[src/rtl/uart_frame_gen.sv]
// -----------------------------------------------------------------------------
// uart_frame_gen
//
// UART frame generator fed by a small FIFO. Bytes pushed into the FIFO are
// serialised onto 'tx' as: start bit (0), DATA_BITS data bits LSB first, an
// optional parity bit, STOP_BITS stop bits (1) and GAP_BITS extra idle bit
// periods. Every bit lasts exactly CLK_DIV sysclk cycles. Queued bytes are sent
// back to back with no idle cycle between frames.
//
// Parameters:
//   CLK_DIV    sysclk cycles per bit period (>= 2)
//   DATA_BITS  data bits per frame (5..9)
//   PARITY     0 = none, 1 = odd, 2 = even
//   STOP_BITS  stop bits per frame (1 or 2)
//   GAP_BITS   extra idle bit periods after the stop bits (0..15)
//   FIFO_DEPTH FIFO entries (power of two, >= 2)
//
// Ports:
//   sysclk      in   system clock, rising edge
//   reset       in   asynchronous active-low reset
//   wr_en       in   push wr_data into the FIFO
//   wr_data     in   DATA_BITS word to send
//   hold        in   inhibit the start of new frames
//   full        out  FIFO holds FIFO_DEPTH entries (registered)
//   empty       out  FIFO holds no entries (registered)
//   overflow    out  one-cycle pulse after a write was dropped because full
//   busy        out  a frame is in progress (registered)
//   frame_done  out  one-cycle pulse during the last cycle of each frame
//   tx          out  serial line, idle high (registered)
//   fsm_state   out  current frame state, for observation only
//
// Write handshake: wr_en is a valid strobe and !full is the ready. A word is
// taken on a rising edge iff wr_en=1 and the registered full=0 at that edge.
// A wr_en seen while full is dropped and flagged by overflow on the following
// cycle. A push and a pop on the same edge both happen.
// -----------------------------------------------------------------------------
module uart_frame_gen #(
   parameter int CLK_DIV    = 10416,
   parameter int DATA_BITS  = 8,
   parameter int PARITY     = 0,
   parameter int STOP_BITS  = 1,
   parameter int GAP_BITS   = 0,
   parameter int FIFO_DEPTH = 4
) (
   input  logic                 sysclk,
   input  logic                 reset,
   input  logic                 wr_en,
   input  logic [DATA_BITS-1:0] wr_data,
   input  logic                 hold,
   output logic                 full,
   output logic                 empty,
   output logic                 overflow,
   output logic                 busy,
   output logic                 frame_done,
   output logic                 tx,
   output logic [2:0]           fsm_state
);

   // --------------------------------------------------------------------------
   // Local sizes and constants
   // --------------------------------------------------------------------------
   localparam int CW   = $clog2(CLK_DIV);
   localparam int AW   = $clog2(FIFO_DEPTH);
   localparam int CNTW = AW + 1;

   localparam logic [CW-1:0]   BIT_LAST  = CW'(CLK_DIV - 1);
   localparam logic [CW-1:0]   BIT_PRE   = CW'(CLK_DIV - 2);
   localparam logic [3:0]      DATA_LAST = 4'(DATA_BITS - 1);
   localparam logic [3:0]      STOP_LAST = 4'(STOP_BITS - 1);
   localparam logic [3:0]      GAP_LAST  = 4'((GAP_BITS > 0) ? GAP_BITS - 1 : 0);
   localparam logic [CNTW-1:0] CNT_FULL  = CNTW'(FIFO_DEPTH);

   typedef enum logic [2:0] {
      S_IDLE   = 3'd0,
      S_START  = 3'd1,
      S_DATA   = 3'd2,
      S_PARITY = 3'd3,
      S_STOP   = 3'd4,
      S_GAP    = 3'd5
   } state_t;

   // --------------------------------------------------------------------------
   // Declarations
   // --------------------------------------------------------------------------
   logic [DATA_BITS-1:0] mem [FIFO_DEPTH];
   logic [AW-1:0]        wr_ptr;
   logic [AW-1:0]        rd_ptr;
   logic [CNTW-1:0]      count;
   logic [CNTW-1:0]      count_nxt;
   logic                 push;
   logic                 pop;
   logic [DATA_BITS-1:0] head;

   state_t               state;
   logic [CW-1:0]        bit_cnt;
   logic [3:0]           bit_idx;
   logic [DATA_BITS-1:0] shreg;
   logic                 par_bit;
   logic                 par_calc;
   logic                 start_ok;
   logic                 bit_last;
   logic                 frame_last_bit;
   logic                 frame_end;

   assign fsm_state = state;

   // --------------------------------------------------------------------------
   // FIFO
   // --------------------------------------------------------------------------
   assign head = mem[rd_ptr];
   assign push = wr_en && !full;

   // A new frame may start only with data queued and hold low.
   assign start_ok = !empty && !hold;

   // The head is popped exactly when a frame is launched, either from IDLE or
   // straight out of the last cycle of the previous frame.
   assign pop = start_ok && ((state == S_IDLE) || frame_end);

   always_comb begin
      count_nxt = count;
      if (push && !pop) begin
         count_nxt = count + 1'b1;
      end else if (!push && pop) begin
         count_nxt = count - 1'b1;
      end
   end

   always_ff @(posedge sysclk) begin
      if (push) begin
         mem[wr_ptr] <= wr_data;
      end
   end

   always_ff @(posedge sysclk or negedge reset) begin
      if (!reset) begin
         wr_ptr   <= '0;
         rd_ptr   <= '0;
         count    <= '0;
         full     <= 1'b0;
         empty    <= 1'b1;
         overflow <= 1'b0;
      end else begin
         overflow <= wr_en && full;
         if (push) begin
            wr_ptr <= wr_ptr + 1'b1;
         end
         if (pop) begin
            rd_ptr <= rd_ptr + 1'b1;
         end
         count <= count_nxt;
         full  <= (count_nxt == CNT_FULL);
         empty <= (count_nxt == '0);
      end
   end

   // --------------------------------------------------------------------------
   // Frame timing helpers
   // --------------------------------------------------------------------------
   // Parity over the word being launched; odd parity inverts the XOR.
   assign par_calc = (^head) ^ (PARITY == 1);

   assign bit_last = (bit_cnt == BIT_LAST);

   // True while the final bit period of the frame is on the line: the last
   // stop bit when there is no gap, otherwise the last gap bit.
   always_comb begin
      frame_last_bit = 1'b0;
      if (GAP_BITS == 0) begin
         frame_last_bit = (state == S_STOP) && (bit_idx == STOP_LAST);
      end else begin
         frame_last_bit = (state == S_GAP) && (bit_idx == GAP_LAST);
      end
   end

   assign frame_end = (state != S_IDLE) && bit_last && frame_last_bit;

   // --------------------------------------------------------------------------
   // Frame FSM. tx, busy and frame_done are registered alongside the state so
   // the line changes on the same edge as the state does.
   // --------------------------------------------------------------------------
   always_ff @(posedge sysclk or negedge reset) begin
      if (!reset) begin
         state      <= S_IDLE;
         tx         <= 1'b1;
         busy       <= 1'b0;
         frame_done <= 1'b0;
         bit_cnt    <= '0;
         bit_idx    <= '0;
         shreg      <= '0;
         par_bit    <= 1'b0;
      end else begin
         frame_done <= 1'b0;
         if ((state == S_IDLE) || frame_end) begin
            // Frame-start decision point: launch the head word or go idle.
            bit_cnt <= '0;
            bit_idx <= '0;
            if (start_ok) begin
               state   <= S_START;
               tx      <= 1'b0;
               busy    <= 1'b1;
               shreg   <= head;
               par_bit <= par_calc;
            end else begin
               state <= S_IDLE;
               tx    <= 1'b1;
               busy  <= 1'b0;
            end
         end else if (!bit_last) begin
            bit_cnt <= bit_cnt + 1'b1;
            // Raise frame_done for the one cycle that closes the frame.
            if (frame_last_bit && (bit_cnt == BIT_PRE)) begin
               frame_done <= 1'b1;
            end
         end else begin
            bit_cnt <= '0;
            case (state)
               S_START: begin
                  state   <= S_DATA;
                  bit_idx <= '0;
                  tx      <= shreg[0];
               end
               S_DATA: begin
                  if (bit_idx == DATA_LAST) begin
                     bit_idx <= '0;
                     if (PARITY != 0) begin
                        state <= S_PARITY;
                        tx    <= par_bit;
                     end else begin
                        state <= S_STOP;
                        tx    <= 1'b1;
                     end
                  end else begin
                     bit_idx <= bit_idx + 4'd1;
                     shreg   <= shreg >> 1;
                     tx      <= shreg[1];
                  end
               end
               S_PARITY: begin
                  state   <= S_STOP;
                  bit_idx <= '0;
                  tx      <= 1'b1;
               end
               S_STOP: begin
                  // The last stop bit with no gap is handled as frame_end.
                  if (bit_idx == STOP_LAST) begin
                     state   <= S_GAP;
                     bit_idx <= '0;
                  end else begin
                     bit_idx <= bit_idx + 4'd1;
                  end
                  tx <= 1'b1;
               end
               S_GAP: begin
                  // The last gap bit is handled as frame_end.
                  bit_idx <= bit_idx + 4'd1;
                  tx      <= 1'b1;
               end
               default: begin
                  state <= S_IDLE;
                  tx    <= 1'b1;
                  busy  <= 1'b0;
               end
            endcase
         end
      end
   end

endmodule

[config.mk]
export PLATFORM = sky130hd
export DESIGN_NAME = uart_frame_gen
export DESIGN_NICKNAME = d
export VERILOG_FILES = /design/src/rtl/uart_frame_gen.sv
export SDC_FILE = /design/constraint.sdc
export NUM_CORES = 1
export LEC_CHECK = 0
export ABC_AREA = 1
export BUFFER_PORTS_ARGS = -buffer_cell sky130_fd_sc_hd__buf_4
export CORE_MARGIN = 1.5
export CORE_UTILIZATION = 54
export DETAILED_ROUTE_END_ITERATION = 6
export GPL_TIMING_DRIVEN = 0
export PLACE_DENSITY_LB_ADDON = 0.08
export SLEW_MARGIN = 20
export SYNTH_ARGS = -nofsm -noshare
export SYNTH_HDL_FRONTEND = slang
export SYNTH_SLANG_ARGS = --single-unit
export TNS_END_PERCENT = 100
[constraint.sdc]
create_clock -name sysclk -period 4.9 [get_ports sysclk]
set_clock_uncertainty 0.1 [all_clocks]
set_input_delay 0.49 -clock sysclk [delete_from_list [all_inputs] [get_ports sysclk]]
set_output_delay 0.49 -clock sysclk [all_outputs]
set_load 0.02 [all_outputs]
==> impl_metrics.ini, run 1 <==
[die]
die_h_microns = 82.7
num_rows = 28
start_util_pct = 57.0
die_w_microns = 82.7
core_area_sq_um = 6030
io_pins = 21
die-area_sq_um = 6840

[outcome]
status = complete, no violations

[detailed_routing]
routed_via_density = 5.13
firstDrtPassIters = 4
route.detailed.wl_per_inst_microns = 12.6
drc = 0
drt_iter0_markers = 106
drtAntennaViolNets = 0
vias = 2445
wl_microns = 6010

[global_routing]
first_global_vias = 2225
grt_pass1_wl_microns = 9740
grt_max_degree = 43
gr-usage-all-layers_pct = 19.5
grt_overflow = 0
antenna_found_initial = 0

[sta]
worstMarginPinSlew_ns = 0.767
fmax_ghz = 0.493
finalCriticalPeriod_ns = 2.03
slew_headroom_pct = 48.7
rsz0062_at_grt = no
setup_violations = 0
hold_viol_final = 0
drv_slew = 0
fin_crit_sh_pct = 41.4
fin_setup_tns_ns = 0

[final_layout]
nets = 419
final_cell_mix = nand2_1, inv_1, nor2_1
mostFrequentLayoutCell = nand2_1
post-route-util_pct = 64.0
antenna_cells = 0
area_growth_pct = 12.3
drive_gt1_share_pct = 11.4

[logic_synthesis]
syn_area_sq_um = 3430
ys_ff_latch = 74
synthTopCellsByArea = dfrtp_1, edfxtp_1, nand2_1, inv_1, o21ai_0
syn_nets = 388
ys_seq_area_share_pct = 58.7
synthDistinctLibCells = 33
syn_inst = 366
synth_area_leader_cell = dfrtp_1
netlist.area_leader.share_pct = 29.2
avgSynthCellArea_sq_um = 9.38
ys_warn_count = 0

[placement]
gp_congestion = 0.801
dp_hpwl_microns = 4210
io_buffers = 20

[clock_network]
cts_sinks = 74
cts-htree-levels = 3
post_cts_buffers = 0
cts_tree = done
postCtsHoldBufs = 0
cts_resized = 0
cts_buffers = 9
clk_pin_slew_ns = 0.07
clockRootBuffer = clkbuf_8
cts.path.max_buffers = 2
clk_latency_ns = 0.34

[critical_path]
required_ns = 5.02
end_kind = flop
critPathMaxFanout = 9
startpoint_type = flop
critPathArrivalTime_ns = 2.15
crit_type = flop to flop

[pwr]
cellPowerDensity_nw_per_um2 = 378
power_uw = 1460
leakage_uw = 0.00181
ir_drop_v = 0.000306

[worst_hold_path]
hold_path_class = primary input to async pin

[job]
maxCapViolations = 0
[power breakdown]
part | leakage [uW] | internal [uW] | switching (uW)
clock | 0.0000894 | 232 | 204
combinational | 0.000903 | 88.8 | 156
sequential | 0.000816 | 741 | 36.7
total | 0.00181 | 1060 | 396
[area by class of cell]
class / instances / area (sq um)
inverter: 51 / 191
sequential: 74 / 2010
buffer: 7 / 42.5
tap: 75 / 93.8
fill: 499 / 2170
clock inverter: 4 / 42.5
clock buffer: 12 / 135
multi-input combinational: 234 / 1180
timing repair buffer: 20 / 150
[critical path, stage by stage (launching register included)]
cell,delay [ns]
dfrtp_1,0.38
ha_1,0.20
nand3_1,0.13
nor2_2,0.17
nand2_1,0.08
nand2_2,0.13
nand2_1,0.22
inv_2,0.21
o21ai_0,0.12
o21ai_0,0.09
a21oi_1,0.08
[through the flow]
step                      setup slack (ns)  cells  area (sq um)  hold WS, ns
final                                 2.87    477          3850       0.0183
after global routing                  2.70    477          3850       0.0657
after CTS                             2.82    477          3850       0.0342
after detailed placement              2.64    461          3680        0.367
after global placement                2.67    461          3680        0.352
after floorplan                       3.18    366          3430       0.0944
[cells in the mapped netlist, drive strengths merged]
| master | number |
|---|---|
| xnor2 | 2 |
| a22oi | 1 |
| o21ai | 34 |
| dfstp | 2 |
| nand2 | 75 |
| nor4b | 1 |
| a21oi | 18 |
| a31oi | 3 |
| o22ai | 5 |
| edfxtp | 32 |
| o211ai | 2 |
| nor2 | 43 |
| buf | 4 |
| inv | 51 |
| xor2 | 5 |
| nand4 | 2 |
| clkbuf | 3 |
| o21a | 2 |
| nand3b | 1 |
| nor4 | 1 |
| ha | 10 |
| dfrtp | 40 |
| o2111ai | 1 |
| nor3 | 4 |
| nand3 | 24 |
[sequential cells by signal, summed over array words and instances, names as in the netlist]
| register | flops |
|---|---|
| mem | 32 |
| bit_cnt | 14 |
| shreg | 8 |
| bit_idx | 4 |
| count | 3 |
| fsm_state | 3 |
| rd_ptr | 2 |
| wr_ptr | 2 |
| busy | 1 |
| empty | 1 |
| frame_done | 1 |
| full | 1 |
| overflow | 1 |
| tx | 1 |
[path summary, 6_finish.rpt]
kind	start	to	slack (ns)	cells after the start
max in group asynchronous	reset	empty	4.29	1
setup reg to reg	bit_cnt[0]	shreg[0]	2.87	10
hold / removal	reset	bit_cnt[9]	0.02	1
setup / recovery	bit_cnt[0]	shreg[0]	2.87	10
min in group sysclk	wr_data[2]	mem[3][2]	0.24	1
hold reg to reg	tx	tx	0.38	2
[per-layer routing]
| layer | global-route usage, % | wire length, microns | vias to the layer above |
|---|---|---|---|
| met1 | 24.7 | 2860 | 1125 |
| li1 | - | - | 1271 |
| met4 | 8.83 | 107 | 0 |
| met2 | 32.4 | 2870 | 39 |
| met5 | 0 | 0 | - |
| met3 | 3.96 | 169 | 10 |
[cells by family (layout without fill, tap and decap cells)]
group / Yosys count / count (layout) / synth area share (%)
buffers and inverters: 58 / 94 / 6.82
adders and majority gates: 10 / 10 / 3.65
xor gates and xnor gates: 7 / 7 / 1.79
DFF: 74 / 74 / 58.7
AOI/OAI and AO/OA: 66 / 66 / 10.4
and+or+nand+nor: 151 / 151 / 18.7
Note: power is estimated with default switching activity, not from simulation.
==> inputs of run 2 (changes only) <==
ABC_AREA = 0   (was 1)
clock period = 1.9 ns   (was 4.9 ns; I/O delays follow)
==> run 2 against run 1 <==
The flow now finishes with violations (setup timing). Via count decreased by 6.4%. Clock power increased to 2.9 times the previous value. Cell count decreased by 15%. Critical path type unchanged. Critical endpoint is now shreg[2]. Highest routed layer unchanged.
==> impl_metrics.ini, run 2 <==
[outcome]
status = finished with violations
violations = setup timing

[die]
die-area_sq_um = 6840
start_util_pct = 57.0
die_w_microns = 82.7
die_h_microns = 82.7
io_pins = 21
num_rows = 28
core_area_sq_um = 6030

[sta]
fmax_ghz = 0.401
fin_crit_sh_pct = 131
hold_viol_final = 0
finalCriticalPeriod_ns = 2.50
slew_headroom_pct = 36.6
worstMarginPinSlew_ns = 0.938
drv_slew = 0
holdWs_ns = 0.139
rsz0062_at_grt = yes
setup_violations = 24
fin_ws_ns = -0.596
fin_setup_tns_ns = -9.76

[logic_synthesis]
avgSynthCellArea_sq_um = 13.1
ys_ff_latch = 74
synth_commonest_cells = dfrtp_1, edfxtp_1, nor2_1
synthDistinctLibCells = 47
syn_inst = 261
syn_area_sq_um = 3430
synth.most_common_cell = dfrtp_1
synthTopCellsByArea = dfrtp_1, edfxtp_1, mux2_2, mux4_2, ha_1
synth_area_leader_cell = dfrtp_1
ys_seq_area_share_pct = 58.7
ys_warn_count = 0
async_flop_share_pct = 56.8
syn_nets = 283
synth_edf_count = 32
netlist.area_leader.share_pct = 29.2
synth_ff_type = dfrtp_1

[placement]
io_buffers = 20
dp_hpwl_microns = 4130
preCtsSetupSlack_ns = -0.754
gp_congestion = 0.822

[detailed_routing]
route.detailed.wl_per_inst_microns = 17.0
vias = 2289
drt_iter0_markers = 94
wl_microns = 6900
firstDrtPassIters = 4
drtAntennaViolNets = 0
routed_via_density = 5.64
drc = 0

[global_routing]
antenna_found_initial = 0
grt_pass1_wl_microns = 10700
grt_max_degree = 43
grt_overflow = 0
gr-usage-all-layers_pct = 21.5
first_global_vias = 2244

[final_layout]
post-route-util_pct = 74.0
area_growth_pct = 29.9
mostFrequentLayoutCell = buf_4
drive_gt1_share_pct = 39.6
nets = 348
antenna_cells = 0
regMostFlops = mem
reg.largest.list = mem: 32 flops, bit_cnt: 14 flops, shreg: 8 flops
largest_register_ffs = 32
final_cell_mix = buf_4, dfrtp_1, edfxtp_1

[pwr]
switching_share_pct = 28.3
p_int_uw = 2810
p_sw_uw = 1110
ir_drop_v = 0.000887
power.share.clock_pct = 31.9
pwr-share-seq_pct = 50.8
leakage_uw = 0.00186
cellPowerDensity_nw_per_um2 = 880
p_comb_share_pct = 17.3

[critical_path]
required_ns = 2.03
critPathMaxFanout = 7
critPathArrivalTime_ns = 2.62
end_kind = flop
startpoint_type = flop
crit_type = flop to flop

[clock_network]
cts_tree = done
clockRootBuffer = clkbuf_8
cts_sinks = 74
clk_latency_ns = 0.35
clk_pin_slew_ns = 0.09
cts.path.max_buffers = 2
cts-htree-levels = 3
cts_buffers = 9

[job]
maxCapViolations = 0

[worst_hold_path]
hold_path_class = primary input to flop
==> run 2: cell types whose count changed in the layout (fill, tap and decap cells not counted), moves of 7 or more <==
cell           previous run  this run
nand2_1                  72         9
o21ai_0                  32         4
nand3_1                  23         9
nor2_1                   41        23
mux2_4                    0         7
a21oi_1                  18         1
inv_1                    48        12
xnor2_1                   2        11
mux2_2                    0        10
mux4_2                    0         8
dlygate4sd3_1             0        10
buf_4                    20        40
==> run 2: through the flow <==
step	instances	power [uW]	area (sq um)
2_1_floorplan	261	2450	3470
4_1_cts	402	3900	4310
6_report	406	3920	4460
3_3_place_gp	356	2620	3710
3_5_place_dp	356	2640	3710
5_1_grt	406	4100	4460
==> run 2: critical path, cell delays in order, from the launching register on <==
cell and delay [ns]:
dfrtp_1 0.39, inv_1 0.07, ha_2 0.17, or3b_4 0.41, buf_4 0.16, o41ai_4 0.29, buf_6 0.19, mux2_2 0.33
mux2_2 0.26
==> run 2: power by group through the flow <==
stage	clock (uW)	sequential (uW)	combinational, uW
final	1250	1990	679
after global routing	1320	2020	758
after CTS	1260	1990	646
after detailed placement	0	2030	615
after global placement	0	2020	600
after floorplan	0	2020	426
==> run 2: metal layers <==
metal / vias to the layer above / global-route usage (%) / wire, microns
met3: 11 / 3.74 / 156
li1: 1096 / - / -
met1: 1152 / 29.2 / 3170
met5: - / 0 / 0
met4: 0 / 10.7 / 114
met2: 30 / 33.6 / 3450
==> run 2: path summary, 6_finish.rpt <==
path,startpoint,endpoint,slack [ns],depth (start not counted)
setup / recovery,bit_idx[0],shreg[2],-0.60,8
max in group asynchronous,reset,bit_cnt[8],1.03,2
hold reg to reg,busy,busy,0.41,2
setup reg to reg,bit_idx[0],shreg[2],-0.60,8
hold / removal,hold,empty,0.14,4
min in group asynchronous,reset,bit_cnt[2],0.27,2
==> run 2: cell type report <==
type | count | area (sq um)
Buffer | 6 | 56.3
Clock buffer | 9 | 124
Clock inverter | 7 | 76.3
Fill cell | 387 | 1570
Inverter | 12 | 45.0
Multi-Input combinational cell | 169 | 1600
Sequential cell | 74 | 2020
Tap cell | 75 | 93.8
Timing Repair Buffer | 54 | 445
==> run 2: kinds of logic after synthesis <==
kind of cell / synth area share (%)
muxes: 11.2
buffers and inverters: 2.00
and+or+nand+nor: 13.1
DFF: 58.7
adders and majority gates: 3.94
xor gates and xnor gates: 4.34
AOI/OAI and AO/OA: 6.67
==> run 2: timing repair <==
| item | in CTS | in global routing |
|---|---|---|
| gates resized for setup | 40 | 30 |
| pin swaps | 11 | 13 |
| setup endpoints to repair | 66 | 66 |
| hold buffers | 10 | 0 |
| endpoints found under the hold margin | 73 | 0 |
| buffers inserted | 20 | 7 |
